File: src/rtl/fetch_queue.sv
// Prefetching instruction fetch stage: issues imem requests ahead of decode,
// buffers returned instructions with their PCs and squashes in-flight work on redirect.
module fetch_queue #(
    parameter int unsigned     XLEN     = 32,
    parameter int unsigned     DEPTH    = 4,
    parameter logic [XLEN-1:0] RESET_PC = '0
) (
    input  logic            clk,
    input  logic            reset,
    output logic            imem_req,
    output logic [XLEN-1:0] imem_addr,
    input  logic            imem_gnt,
    input  logic            imem_rvalid,
    input  logic [XLEN-1:0] imem_rdata,
    input  logic            redirect,
    input  logic [XLEN-1:0] redirect_pc,
    output logic            valid_d,
    input  logic            ready_d,
    output logic [XLEN-1:0] instr_d,
    output logic [XLEN-1:0] pc_d,
    output logic [XLEN-1:0] pcplus4_d
);

    localparam int unsigned PTR_W = $clog2(DEPTH);
    localparam int unsigned CNT_W = PTR_W + 1;
    localparam int unsigned SUM_W = CNT_W + 1;

    logic [XLEN-1:0]  fetch_pc, fetch_pc_nxt;
    logic [XLEN-1:0]  resp_pc, resp_pc_nxt;
    logic [PTR_W-1:0] rd_ptr, rd_ptr_nxt;
    logic [PTR_W-1:0] wr_ptr, wr_ptr_nxt;
    logic [CNT_W-1:0] count, count_nxt;
    logic [CNT_W-1:0] inflight, inflight_nxt;
    logic [CNT_W-1:0] discard, discard_nxt;
    logic [CNT_W-1:0] count_after_pop;
    logic             valid_nxt;
    logic [XLEN-1:0]  pc_nxt, instr_nxt;

    logic [XLEN-1:0]  q_pc    [DEPTH];
    logic [XLEN-1:0]  q_instr [DEPTH];

    logic credit_ok, accept, rsp, drop, push, pop;

    // Credit rule: never request more than the queue can absorb.
    assign credit_ok = (SUM_W'(count) + SUM_W'(inflight)) < SUM_W'(DEPTH);
    assign imem_req  = ~reset & ~redirect & credit_ok;
    assign imem_addr = fetch_pc;

    // A response with nothing outstanding is stray and leaves state untouched.
    assign accept = imem_req & imem_gnt;
    assign rsp    = imem_rvalid & (inflight != '0);
    assign drop   = rsp & (discard != '0);
    assign push   = rsp & (discard == '0) & ~redirect;
    assign pop    = valid_d & ready_d & ~redirect;

    assign count_after_pop = count - CNT_W'(pop);

    always_comb begin
        fetch_pc_nxt = fetch_pc;
        resp_pc_nxt  = resp_pc;
        rd_ptr_nxt   = rd_ptr;
        wr_ptr_nxt   = wr_ptr;
        count_nxt    = count;
        discard_nxt  = discard;
        inflight_nxt = inflight + CNT_W'(accept) - CNT_W'(rsp);
        valid_nxt    = valid_d;
        pc_nxt       = pc_d;
        instr_nxt    = instr_d;

        if (redirect) begin
            // Everything still outstanding after this cycle belongs to the old path.
            fetch_pc_nxt = redirect_pc;
            resp_pc_nxt  = redirect_pc;
            rd_ptr_nxt   = '0;
            wr_ptr_nxt   = '0;
            count_nxt    = '0;
            discard_nxt  = inflight - CNT_W'(rsp);
            valid_nxt    = 1'b0;
        end else begin
            if (accept) begin
                fetch_pc_nxt = fetch_pc + XLEN'(4);
            end
            if (drop) begin
                discard_nxt = discard - CNT_W'(1);
            end
            if (push) begin
                wr_ptr_nxt  = wr_ptr + PTR_W'(1);
                resp_pc_nxt = resp_pc + XLEN'(4);
            end
            if (pop) begin
                rd_ptr_nxt = rd_ptr + PTR_W'(1);
            end
            count_nxt = count_after_pop + CNT_W'(push);
            valid_nxt = (count_nxt != '0);

            // Next head is either the entry being written into an empty queue or stored data.
            if (push && (count_after_pop == '0)) begin
                pc_nxt    = resp_pc;
                instr_nxt = imem_rdata;
            end else if (count_nxt != '0) begin
                pc_nxt    = q_pc[rd_ptr_nxt];
                instr_nxt = q_instr[rd_ptr_nxt];
            end
        end
    end

    always_ff @(posedge clk or posedge reset) begin
        if (reset) begin
            fetch_pc  <= RESET_PC;
            resp_pc   <= RESET_PC;
            rd_ptr    <= '0;
            wr_ptr    <= '0;
            count     <= '0;
            inflight  <= '0;
            discard   <= '0;
            valid_d   <= 1'b0;
            pc_d      <= '0;
            instr_d   <= '0;
            pcplus4_d <= XLEN'(4);
        end else begin
            fetch_pc  <= fetch_pc_nxt;
            resp_pc   <= resp_pc_nxt;
            rd_ptr    <= rd_ptr_nxt;
            wr_ptr    <= wr_ptr_nxt;
            count     <= count_nxt;
            inflight  <= inflight_nxt;
            discard   <= discard_nxt;
            valid_d   <= valid_nxt;
            pc_d      <= pc_nxt;
            instr_d   <= instr_nxt;
            pcplus4_d <= pc_nxt + XLEN'(4);
        end
    end

    // Queue storage needs no reset; count gates what is visible.
    always_ff @(posedge clk) begin
        if (push) begin
            q_pc[wr_ptr]    <= resp_pc;
            q_instr[wr_ptr] <= imem_rdata;
        end
    end

endmodule

File: config.mk
export PLATFORM = sky130hd
export DESIGN_NAME = fetch_queue
export DESIGN_NICKNAME = d
export VERILOG_FILES = /design/src/rtl/fetch_queue.sv
export SDC_FILE = /design/constraint.sdc
export NUM_CORES = 1
export LEC_CHECK = 0
export CORE_AREA = 8 8 250 204
export DETAILED_ROUTE_END_ITERATION = 8
export DIE_AREA = 0 0 258 212
export GPL_ROUTABILITY_DRIVEN = 1
export PLACE_DENSITY = 0.71
export SYNTH_ARGS = -nofsm -noshare
export SYNTH_HDL_FRONTEND = slang
export SYNTH_SLANG_ARGS = --single-unit
File: constraint.sdc
create_clock -name clk -period 5.7 [get_ports clk]
set_clock_uncertainty 0.1 [all_clocks]
set_input_delay 0.855 -clock clk [delete_from_list [all_inputs] [get_ports clk]]
set_output_delay 0.855 -clock clk [all_outputs]
set_load 0.03 [all_outputs]
==> results.cfg <==
[layout]
multi_input_comb_area_um2 = 6010
antennaDiodeCount = 0
area_growth_pct = 22.3
drive_gt1_share_pct = 12.6
seq_area_um2 = 12000
n_fill_cell = 4090
nets = 1661
fin_cells = 2237

[clock_network]
post_cts_buffers = 0
path_clk_slew_ns = 0.06
cts_inserted_buffers = 45
clock-sinks = 428
ctsResizeCount = 0
root_buffer = clkbuf_16
ctsHoldBuffers = 0
cts_max_level = 2
clock_path_buffers = 3
cts_tree = built
clock_latency_ns = 0.56

[sta]
rsz0062_at_grt = false
fin_crit_sh_pct = 80.4
hold_viol = 0
tightest_slew_ns = 1.09
relSlewSlack_pct = 27.2
fin_crit_ns = 4.58
fmax_mhz = 218
setup_viol = 0
setup_tns_ns = 0
drv_slew = 0

[setup_path]
r2r-start = discard[0]
r2r.worst_path.cells = 16
worstPathRequired_ns = 6.02
reg2reg_to = pcplus4_d[26]
cp-end-kind = flop
arrival_ns = 4.90
rrSetupSlack_ns = 1.15
critical_path_class = in -> reg
cp_max_fo = 52
startpoint_type = primary input

[power]
clockPowerShare_pct = 27.3
internal_power_w = 0.00696
power_switching_share_pct = 35.8
peakVddDrop_mv = 0.226
leakage_nw = 8.43
p_switching_w = 0.00388
p_per_area_nw_per_um2 = 478
pwr-share-seq_pct = 38.9
pwr-share-comb_pct = 33.8

[route]
antenna_left = 0
firstDrtPassIters = 5
first_iter_violations = 1225
vias_per_cell = 5.35
dr_total_vias = 11972
wl_um = 47400
wire_per_inst_um = 21.2
drc = 0

[worst_hold_path]
hold_depth = 2
hp-class = reg -> reg
hold_start = imem_addr[1]
min_to = imem_addr[1]

[yosys]
yosysWarnings = 0
ys.flop_type = edfxtp_1
yosysMostFrequentCell = edfxtp_1
seq_area_frac_synth_pct = 64.6
syn_nets = 1465
synth_top_area_share_pct = 41.4
synth-edff-count = 256
synthTopCellsByArea = edfxtp_1, dfrtp_1, mux4_2
synth_cell_type_count = 83
syn_area_per_cell_um2 = 13.5
synth-async-reset-ratio_pct = 40.2
ys_ff_latch = 428
syn_inst = 1375
synthTopCellsByCount = edfxtp_1, dfrtp_1, nand2_1
synth_area_leader_cell = edfxtp_1
synth_area_um2 = 18600

[grt]
grt_pass1_vias = 12065
antenna_found_initial = 0
grtUsageTotal_pct = 16.9
grt_pass1_wl_um = 72400
grt_overflow = 0
grt_max_degree = 104

[place]
dp_cells = 2153
gp_congestion = 0.861
port_buffers = 199
hpwl_um = 31500

[floorplan]
die_w_um = 258
num_rows = 72
ioPinCount = 200
fp.dieArea_um2 = 54700
die_h_um = 212
start_util_pct = 39.2
coreArea_um2 = 47300

[job]
drv_cap = 0

[status]
outcome = complete, no violations
worst max-delay path, stage by stage:
cell	delay [ns]
clkdlybuf4s50_1	0.53
nand3b_4	0.14
inv_2	0.04
ha_1	0.17
ha_1	0.23
xor2_1	0.23
nor4_4	0.58
buf_4	0.65
a22o_1	0.28
o21ai_1	0.14
nor4b_4	0.43
nand4_2	0.26
nor3_1	0.27
xnor2_1	0.09
cell families after synthesis:
| logic type | after synthesis | share of synthesized area [%] |
|---|---|---|
| AO/OA/AOI/OAI | 226 | 8.38 |
| XOR/XNOR | 80 | 4.06 |
| adder cells (fa/ha/maj) | 20 | 1.39 |
| buffers and inverters | 129 | 3.10 |
| flip-flops | 428 | 64.6 |
| multiplexers | 87 | 7.40 |
| AND/OR/NAND/NOR | 405 | 11.0 |
per-layer routing:
metal | global-route usage [%] | vias to the layer above | part of all wire (%)
met5 | 0 | - | 0
met2 | 26.5 | 467 | 46
met3 | 3.80 | 64 | 7.3
met1 | 24.0 | 5944 | 45
met4 | 3.93 | 0 | 1.8
li1 | - | 5497 | -
power by group through the flow:
stage | registers, W | logic [W] | clock network (W)
floorplan | 0.00482 | 0.00164 | 0
global placement | 0.00427 | 0.00362 | 0
detailed placement | 0.00428 | 0.00369 | 0
CTS | 0.00422 | 0.00371 | 0.00301
global route | 0.00427 | 0.00393 | 0.00314
finish | 0.00421 | 0.00366 | 0.00296
state kept, by name, summed over array words and instances, names as in the netlist, 30 cells and up:
name       flops
imem_addr     32
instr_d       32
pc_d          30
pcplus4_d     32
q_instr      128
q_pc         128
resp_pc       32
how the worst max path moves through the flow:
stage,startpoint,to,depth (start not counted)
floorplan,reset,count[0],1
global placement,ready_d,pcplus4_d[26],17
detailed placement,ready_d,pcplus4_d[26],14
CTS,ready_d,pcplus4_d[26],14
global route,discard[0],pcplus4_d[26],17
finish,ready_d,pcplus4_d[26],14
placed cells by master (no fill, tap or decap), types with 8 or more instances in the layout:
master           count
a21oi_1             23
mux4_2              38
a22o_1              15
clkdlybuf4s50_1    198
xor2_1              29
xnor2_1             48
nand4_1             21
buf_4               22
o21ai_0             49
clkbuf_16           46
o211ai_1             8
nor2b_1             12
edfxtp_1           256
ha_1                19
nor3_1              14
nor2_1             113
mux2_2              21
o22ai_1             16
dfrtp_1            171
nand3_1             32
inv_1               53
clkbuf_1            12
a211oi_1            24
nand2_1            129
clkbuf_8             8
and2_1               8
and3_1              20
mux2i_1             28
a31oi_1             38
cell type report:
type	instances	area share (%)
sequential	428	52.9
multi-input combinational	818	26.5
clock inverter	18	0.910
inverter	56	0.948
clock buffer	66	5.76
tap	629	3.47
timing repair buffer	222	9.57
metrics by stage:
stage / utilization (%) / total power, W / worst slack (ns) / hold WS (ns) / cell area (um2)
2_1_floorplan: - / 0.00646 / 0.0865 / 0.397 / 18600
3_3_place_gp: 44.8 / 0.00789 / 0.692 / 0.416 / 21200
3_5_place_dp: 44.8 / 0.00797 / 0.569 / 0.420 / 21200
4_1_cts: 48.0 / 0.0109 / 1.13 / 0.430 / 22700
5_1_grt: 48.0 / 0.0113 / 0.772 / 0.447 / 22700
6_report: 48.0 / 0.0108 / 1.12 / 0.426 / 22700
Power figures use the tool's default switching activity.
